**src/rtl/atm_keypad_entry_if.sv**
```systemverilog
// Keypad/controller signal bundle for atm_keypad_entry.
// master = keypad/controller side (drives keys and PIN verdicts),
// slave  = the entry block itself.
interface atm_keypad_entry_if;
    logic        key_valid;
    logic [3:0]  key_code;
    logic        pin_ok;
    logic        pin_reject;
    logic        session_end;
    logic [11:0] Account_Number;
    logic [11:0] PIN;
    logic        acct_valid;
    logic        pin_valid;
    logic        locked;
    logic [2:0]  tries;
    logic        timeout;

    modport master (
        output key_valid, key_code, pin_ok, pin_reject, session_end,
        input  Account_Number, PIN, acct_valid, pin_valid, locked, tries, timeout
    );

    modport slave (
        input  key_valid, key_code, pin_ok, pin_reject, session_end,
        output Account_Number, PIN, acct_valid, pin_valid, locked, tries, timeout
    );
endinterface

```
**src/rtl/atm_keypad_entry.sv**
```systemverilog
// atm_keypad_entry: assembles 3-digit BCD account/PIN words from keypad
// strokes, strobes them to the ATM controller, counts PIN rejections and
// locks the keypad out for LOCK_CYCLES clocks after MAX_TRIES rejections.
// Optional macro KEYPAD_TIMEOUT_EN adds an inactivity abort (timeout pulse).
module atm_keypad_entry #(
    parameter int MAX_TRIES      = 3,
    parameter int LOCK_CYCLES    = 1000,
    parameter int TIMEOUT_CYCLES = 5000
) (
    input  logic              clk,
    input  logic              rst,   // asynchronous, active-low
    atm_keypad_entry_if.slave kp
);
    localparam logic [2:0] S_ACCT = 3'd0;
    localparam logic [2:0] S_PIN  = 3'd1;
    localparam logic [2:0] S_WAIT = 3'd2;
    localparam logic [2:0] S_DONE = 3'd3;
    localparam logic [2:0] S_LOCK = 3'd4;

    localparam int LW = (LOCK_CYCLES > 1) ? $clog2(LOCK_CYCLES) : 1;

    // Out-of-range parameters leave this marker block in the elaborated
    // hierarchy; legal settings produce nothing.
    localparam bit CFG_OK = (MAX_TRIES >= 1) && (MAX_TRIES <= 7) &&
                            (LOCK_CYCLES >= 1) && (TIMEOUT_CYCLES >= 2);
    if (!CFG_OK) begin : g_cfg_out_of_range
    end

    logic [2:0]    r_state;
    logic [11:0]   r_ent;
    logic [1:0]    r_cnt;
    logic [11:0]   r_acct;
    logic [11:0]   r_pin;
    logic          r_acct_vld;
    logic          r_pin_vld;
    logic [2:0]    r_tries;
    logic [LW-1:0] r_lock_cnt;

    logic       w_is_digit;
    logic       w_is_clr;
    logic       w_is_bs;
    logic       w_is_ent;
    logic [2:0] w_tries_nx;
    logic       w_se;
    logic       w_to_fire;

    assign w_is_digit = (kp.key_code <= 4'd9);
    assign w_is_clr   = (kp.key_code == 4'hA);
    assign w_is_bs    = (kp.key_code == 4'hB);
    assign w_is_ent   = (kp.key_code == 4'hE);
    assign w_tries_nx = r_tries + 3'd1;
    // session_end is honoured everywhere except during lockout
    assign w_se       = kp.session_end && (r_state != S_LOCK);

`ifdef KEYPAD_TIMEOUT_EN
    localparam int TW = $clog2(TIMEOUT_CYCLES);

    logic [TW-1:0] r_idle;
    logic          r_timeout;
    logic          w_idle_run;

    // Idle time only matters while a customer is mid-entry.
    assign w_idle_run = (r_state == S_PIN) || ((r_state == S_ACCT) && (r_cnt != 2'd0));
    // A key in the same cycle restarts the wait; session_end outranks the abort.
    assign w_to_fire  = w_idle_run && !kp.key_valid && !kp.session_end &&
                        (r_idle == TW'(TIMEOUT_CYCLES - 1));

    // Inactivity counter and the registered timeout pulse.
    always_ff @(posedge clk or negedge rst) begin
        if (!rst) begin
            r_idle    <= '0;
            r_timeout <= 1'b0;
        end else begin
            r_timeout <= w_to_fire;
            if (!w_idle_run || kp.key_valid || kp.session_end || w_to_fire)
                r_idle <= '0;
            else
                r_idle <= r_idle + TW'(1);
        end
    end

    assign kp.timeout = r_timeout;
`else
    assign w_to_fire  = 1'b0;
    assign kp.timeout = 1'b0;
`endif

    // Entry FSM: digit assembly, word hand-off, reject counting, lockout.
    always_ff @(posedge clk or negedge rst) begin
        if (!rst) begin
            r_state    <= S_ACCT;
            r_ent      <= '0;
            r_cnt      <= '0;
            r_acct     <= '0;
            r_pin      <= '0;
            r_acct_vld <= 1'b0;
            r_pin_vld  <= 1'b0;
            r_tries    <= '0;
            r_lock_cnt <= '0;
        end else begin
            r_acct_vld <= 1'b0;
            r_pin_vld  <= 1'b0;
            if (w_se) begin
                r_state <= S_ACCT;
                r_ent   <= '0;
                r_cnt   <= '0;
                r_tries <= '0;
                r_acct  <= '0;
                r_pin   <= '0;
            end else if (w_to_fire) begin
                // inactivity abort keeps the rejection count
                r_state <= S_ACCT;
                r_ent   <= '0;
                r_cnt   <= '0;
                r_acct  <= '0;
                r_pin   <= '0;
            end else begin
                case (r_state)
                    S_ACCT, S_PIN: begin
                        if (kp.key_valid) begin
                            if (w_is_digit) begin
                                if (r_cnt != 2'd3) begin
                                    r_ent <= {r_ent[7:0], kp.key_code};
                                    r_cnt <= r_cnt + 2'd1;
                                end
                            end else if (w_is_bs) begin
                                if (r_cnt != 2'd0) begin
                                    r_ent <= {4'h0, r_ent[11:4]};
                                    r_cnt <= r_cnt - 2'd1;
                                end
                            end else if (w_is_clr) begin
                                r_ent <= '0;
                                r_cnt <= '0;
                            end else if (w_is_ent && (r_cnt == 2'd3)) begin
                                // word and strobe register on the same edge
                                if (r_state == S_ACCT) begin
                                    r_acct     <= r_ent;
                                    r_acct_vld <= 1'b1;
                                    r_state    <= S_PIN;
                                end else begin
                                    r_pin     <= r_ent;
                                    r_pin_vld <= 1'b1;
                                    r_state   <= S_WAIT;
                                end
                                r_ent <= '0;
                                r_cnt <= '0;
                            end
                        end
                    end
                    S_WAIT: begin
                        if (kp.pin_ok) begin
                            r_state <= S_DONE;
                            r_tries <= '0;
                        end else if (kp.pin_reject) begin
                            r_tries <= w_tries_nx;
                            if (w_tries_nx == 3'(MAX_TRIES)) begin
                                r_state    <= S_LOCK;
                                r_lock_cnt <= LW'(LOCK_CYCLES - 1);
                            end else begin
                                r_state <= S_PIN;
                            end
                        end
                    end
                    S_DONE: begin
                        // idle until session_end
                    end
                    S_LOCK: begin
                        if (r_lock_cnt == '0) begin
                            r_state <= S_ACCT;
                            r_tries <= '0;
                            r_acct  <= '0;
                            r_pin   <= '0;
                        end else begin
                            r_lock_cnt <= r_lock_cnt - LW'(1);
                        end
                    end
                    default: r_state <= S_ACCT;
                endcase
            end
        end
    end

    assign kp.Account_Number = r_acct;
    assign kp.PIN            = r_pin;
    assign kp.acct_valid     = r_acct_vld;
    assign kp.pin_valid      = r_pin_vld;
    assign kp.locked         = (r_state == S_LOCK);
    assign kp.tries          = r_tries;
endmodule
```
**src/flat_wrapper.sv**
```systemverilog
// flat-port wrapper written by rule: the top's interface ports become plain ports
module atm_keypad_entry_flat 
#(
    parameter int MAX_TRIES      = 3,
    parameter int LOCK_CYCLES    = 1000,
    parameter int TIMEOUT_CYCLES = 5000
)
  (clk, rst, kp_key_valid, kp_key_code, kp_pin_ok, kp_pin_reject, kp_session_end, kp_Account_Number, kp_PIN, kp_acct_valid, kp_pin_valid, kp_locked, kp_tries, kp_timeout);
  atm_keypad_entry_if kp_i ();
  input  logic clk;
  input  logic rst;
  input wire logic [$bits(kp_i.key_valid)-1:0] kp_key_valid;
  input wire logic [$bits(kp_i.key_code)-1:0] kp_key_code;
  input wire logic [$bits(kp_i.pin_ok)-1:0] kp_pin_ok;
  input wire logic [$bits(kp_i.pin_reject)-1:0] kp_pin_reject;
  input wire logic [$bits(kp_i.session_end)-1:0] kp_session_end;
  output wire logic [$bits(kp_i.Account_Number)-1:0] kp_Account_Number;
  output wire logic [$bits(kp_i.PIN)-1:0] kp_PIN;
  output wire logic [$bits(kp_i.acct_valid)-1:0] kp_acct_valid;
  output wire logic [$bits(kp_i.pin_valid)-1:0] kp_pin_valid;
  output wire logic [$bits(kp_i.locked)-1:0] kp_locked;
  output wire logic [$bits(kp_i.tries)-1:0] kp_tries;
  output wire logic [$bits(kp_i.timeout)-1:0] kp_timeout;
  assign kp_i.key_valid = kp_key_valid;
  assign kp_i.key_code = kp_key_code;
  assign kp_i.pin_ok = kp_pin_ok;
  assign kp_i.pin_reject = kp_pin_reject;
  assign kp_i.session_end = kp_session_end;
  assign kp_Account_Number = kp_i.Account_Number;
  assign kp_PIN = kp_i.PIN;
  assign kp_acct_valid = kp_i.acct_valid;
  assign kp_pin_valid = kp_i.pin_valid;
  assign kp_locked = kp_i.locked;
  assign kp_tries = kp_i.tries;
  assign kp_timeout = kp_i.timeout;
  atm_keypad_entry #(.MAX_TRIES(MAX_TRIES), .LOCK_CYCLES(LOCK_CYCLES), .TIMEOUT_CYCLES(TIMEOUT_CYCLES)) u_core (.clk(clk), .rst(rst), .kp(kp_i));
endmodule
```
**config.mk**
```make
export PLATFORM = sky130hd
export DESIGN_NAME = atm_keypad_entry_flat
export DESIGN_NICKNAME = d
export VERILOG_FILES = /design/src/rtl/atm_keypad_entry_if.sv /design/src/rtl/atm_keypad_entry.sv /design/src/flat_wrapper.sv
export SDC_FILE = /design/constraint.sdc
export NUM_CORES = 1
export LEC_CHECK = 0
export ABC_AREA = 0
export BUFFER_PORTS_ARGS = -buffer_cell sky130_fd_sc_hd__buf_2
export CAP_MARGIN = 20
export CORE_MARGIN = 4
export CORE_UTILIZATION = 55
export CTS_BUF_LIST = sky130_fd_sc_hd__clkbuf_16
export CTS_CLUSTER_SIZE = 28
export DETAILED_ROUTE_END_ITERATION = 16
export PLACE_DENSITY = 0.84
export SLEW_MARGIN = 20
export SYNTH_ARGS = -nofsm -noshare
export SYNTH_HDL_FRONTEND = slang
export SYNTH_SLANG_ARGS = --single-unit
```
**constraint.sdc**
```tcl
create_clock -name clk -period 2.1 [get_ports clk]
set_input_delay 0.315 -clock clk [delete_from_list [all_inputs] [get_ports clk]]
set_output_delay 0.315 -clock clk [all_outputs]
set_load 0.01 [all_outputs]
```
==> impl_metrics.env <==
export IMPL_avgSynthCellArea_um2=11.34
export IMPL_holdWs_ns=-0.01517
export IMPL_first_pass_iters=4
export IMPL_skew_ns=0.006856
export IMPL_synthTopCellsByCount="56 x dfrtp_1, 20 x mux2_4, 19 x nor2_1"
export IMPL_drv_slew=0
export IMPL_grt_max_degree=37
export IMPL_violations="hold timing"
export IMPL_finalCriticalPeriod_ns=2.015
export IMPL_slew_limit_headroom_pct=62.02
export IMPL_finalWeightedCongestion=0.8501
export IMPL_path_max_fanout=8
export IMPL_synth_cell_types=54
export IMPL_ant_nets=0
export IMPL_end_kind="output port"
export IMPL_clk_latency_ns=0.29
export IMPL_diodes=0
export IMPL_p_per_area_mw_per_mm2=679.3
export IMPL_fmax_ghz=0.4963
export IMPL_boundaryPins=41
export IMPL_fin_crit_sh_pct=95.95
export IMPL_hold_class="in2async"
export IMPL_dr_first_iter_drc_count=128
export IMPL_ys_seq_elements=56
export IMPL_crit_chain="or3b_1 -> inv_6 -> buf_4 -> buf_2"
export IMPL_cts_setup_buffers=0
export IMPL_final_util_pct=66.43
export IMPL_slowest_stage="or3b_1"
export IMPL_critical_path_required_ns=1.78
export IMPL_ctsHoldBuffers=0
export IMPL_place_hpwl_um=4109
export IMPL_critPathKind="reg2out"
export IMPL_startpoint_type="flop"
export IMPL_finalHoldViolCount=20
export IMPL_core_mm2=0.005140
export IMPL_overflow=0
export IMPL_cap_violations=0
export IMPL_cts_reportedPaths_clkPinSlew_ns=0.07
export IMPL_crit_arrival_ns=1.70
export IMPL_die_area_mm2=0.006552
export IMPL_ys_seq_area_share_pct=47.88
export IMPL_postSynthCellCount=258
export IMPL_grt_usage_pct=19.12
export IMPL_syn_area_mm2=0.002927
export IMPL_antenna_found_initial=0
export IMPL_run_status="finished, violations left"
export IMPL_ys_flop_type="dfrtp_1"
export IMPL_syn_to_final_growth_pct=16.67
export IMPL_grt_pass1_wl_um=9777
export IMPL_yosys_area_top_type="dfrtp_1"
export IMPL_fp_dieW_um=80.95
export IMPL_yosys_warnings=0
export IMPL_io_buffers=39
export IMPL_fin_setup_tns_ns=0
export IMPL_num_nets_final=318
export IMPL_p_leak_nw=1.685
export IMPL_die_y_um=80.95
export IMPL_fillCellCount=398
export IMPL_vias_per_cell=5.566
export IMPL_setup_viol=0
export IMPL_ir_worst_vdd_uv=371.9
export IMPL_tritoncts="yes"
export IMPL_yosysMostFrequentCell="dfrtp_1"
export IMPL_slowest_delay_ns=0.56
export IMPL_rows=26
export IMPL_r2r_start="u_core.r_state[1]"
export IMPL_synth_edf_count=0
export IMPL_h_tree_depth=2
export IMPL_layout_drive_gt1_share_pct=33.00
export IMPL_clock_sinks=56
export IMPL_cp_num_buf_inv=3
export IMPL_root_buffer="clkbuf_16"
export IMPL_avgRoutedWirePerCell_um=15.61
export IMPL_crit_family="simple AND/OR/NAND/NOR gates"
export IMPL_wirelength_um=5823
export IMPL_synthTopCellsByArea="dfrtp_1 48%, mux2_4 10%, and2_1 2.8%"
export IMPL_synth_top_area_share_pct=47.88
export IMPL_vias=2076
export IMPL_synth_nets=274
export IMPL_grt_pass1_vias=2074
export IMPL_cp_startpoint="u_core.r_state[2]"
export IMPL_tightest_slew_ns=0.5675
export IMPL_async_reset_ff_share_pct=100.0
export IMPL_drcViolationCount=0
export IMPL_ctsLongestPathBuffers=2
export IMPL_start_util_pct=56.94
export IMPL_cts_made_buffers=5
==> where the power goes <==
group | switching (mW) | internal (mW) | leakage, nW
logic | 0.123 | 0.0988 | 0.850
registers | 0.0246 | 1.11 | 0.752
clock network | 0.394 | 0.567 | 0.0840
total | 0.542 | 1.78 | 1.69
==> per-stage QoR <==
step | area [um^2] | worst slack (ns) | instances | power [mW]
3_5_place_dp | 3206 | -0.04694 | 365 | 1.376
6_report | 3415 | 0.08506 | 373 | 2.320
3_3_place_gp | 3206 | 0.04647 | 365 | 1.366
4_1_cts | 3378 | -0.04379 | 373 | 2.328
2_1_floorplan | 2927 | 0.1890 | 258 | 1.291
5_1_grt | 3415 | -0.01228 | 373 | 2.407
==> sequential cells by signal, summed over array words and instances (netlist names) <==
register	flops
u_core.kp.Account_Number	12
u_core.kp.PIN	12
u_core.kp.acct_valid	1
u_core.kp.pin_valid	1
u_core.kp.tries	3
u_core.r_cnt	2
u_core.r_ent	12
u_core.r_lock_cnt	10
u_core.r_state	3
==> kinds of logic after synthesis <==
family | share of synthesized area, %
compound gates | 13.72
xor+xnor | 0.5987
other cells | 0.1281
mux | 13.25
flops | 47.88
fa+ha+maj | 2.565
buf+inv | 5.088
simple gates | 16.76
==> area by class of cell <==
cell class	instances	area [um^2]	share of cell area (%)
clock buffer	5	125.1	3.664
tap	70	87.58	2.565
multi-input combinational	179	1413	41.37
clock inverter	3	47.55	1.392
sequential	56	1401	41.04
timing repair buffer	52	305.3	8.941
inverter	8	35.03	1.026
==> cell usage in the layout, fill, tap and decap left out, types with 12 or more instances in the layout <==
| master | instances |
|---|---|
| dfrtp_1 | 56 |
| buf_2 | 39 |
| mux2_4 | 20 |
| nor2_1 | 19 |
| a21oi_1 | 15 |
| nand2_1 | 14 |
| and2_1 | 13 |
| buf_4 | 12 |
==> final timing paths <==
kind                                               endpoint  slack [ns]  cells past startpoint
worst min-delay path                   u_core.kp.acct_valid       -0.02                      1
worst max-delay path                              kp_locked        0.09                      4
max in group asynchronous                  u_core.kp.PIN[2]        1.55                      2
worst max register to register              u_core.r_ent[6]        0.12                      7
worst min register to register  u_core.kp.Account_Number[7]        0.51                      1
min in group clk                            u_core.r_ent[1]        0.33                      3
==> layer usage <==
metal / global-route usage, % / up-vias / part of all wire (%)
met5: 0 / - / 0
met4: 5.743 / 0 / 1.2
met3: 3.659 / 8 / 4.2
met2: 33.09 / 44 / 50
met1: 24.23 / 1016 / 44
li1: - / 1008 / -
==> timing repair <==
| item | in CTS | in global routing |
|---|---|---|
| setup endpoints to repair | 23 | 24 |
| gates resized for setup | 0 | 5 |
| endpoints found under the hold margin | 0 | 0 |
Power figures use the tool's default switching activity.
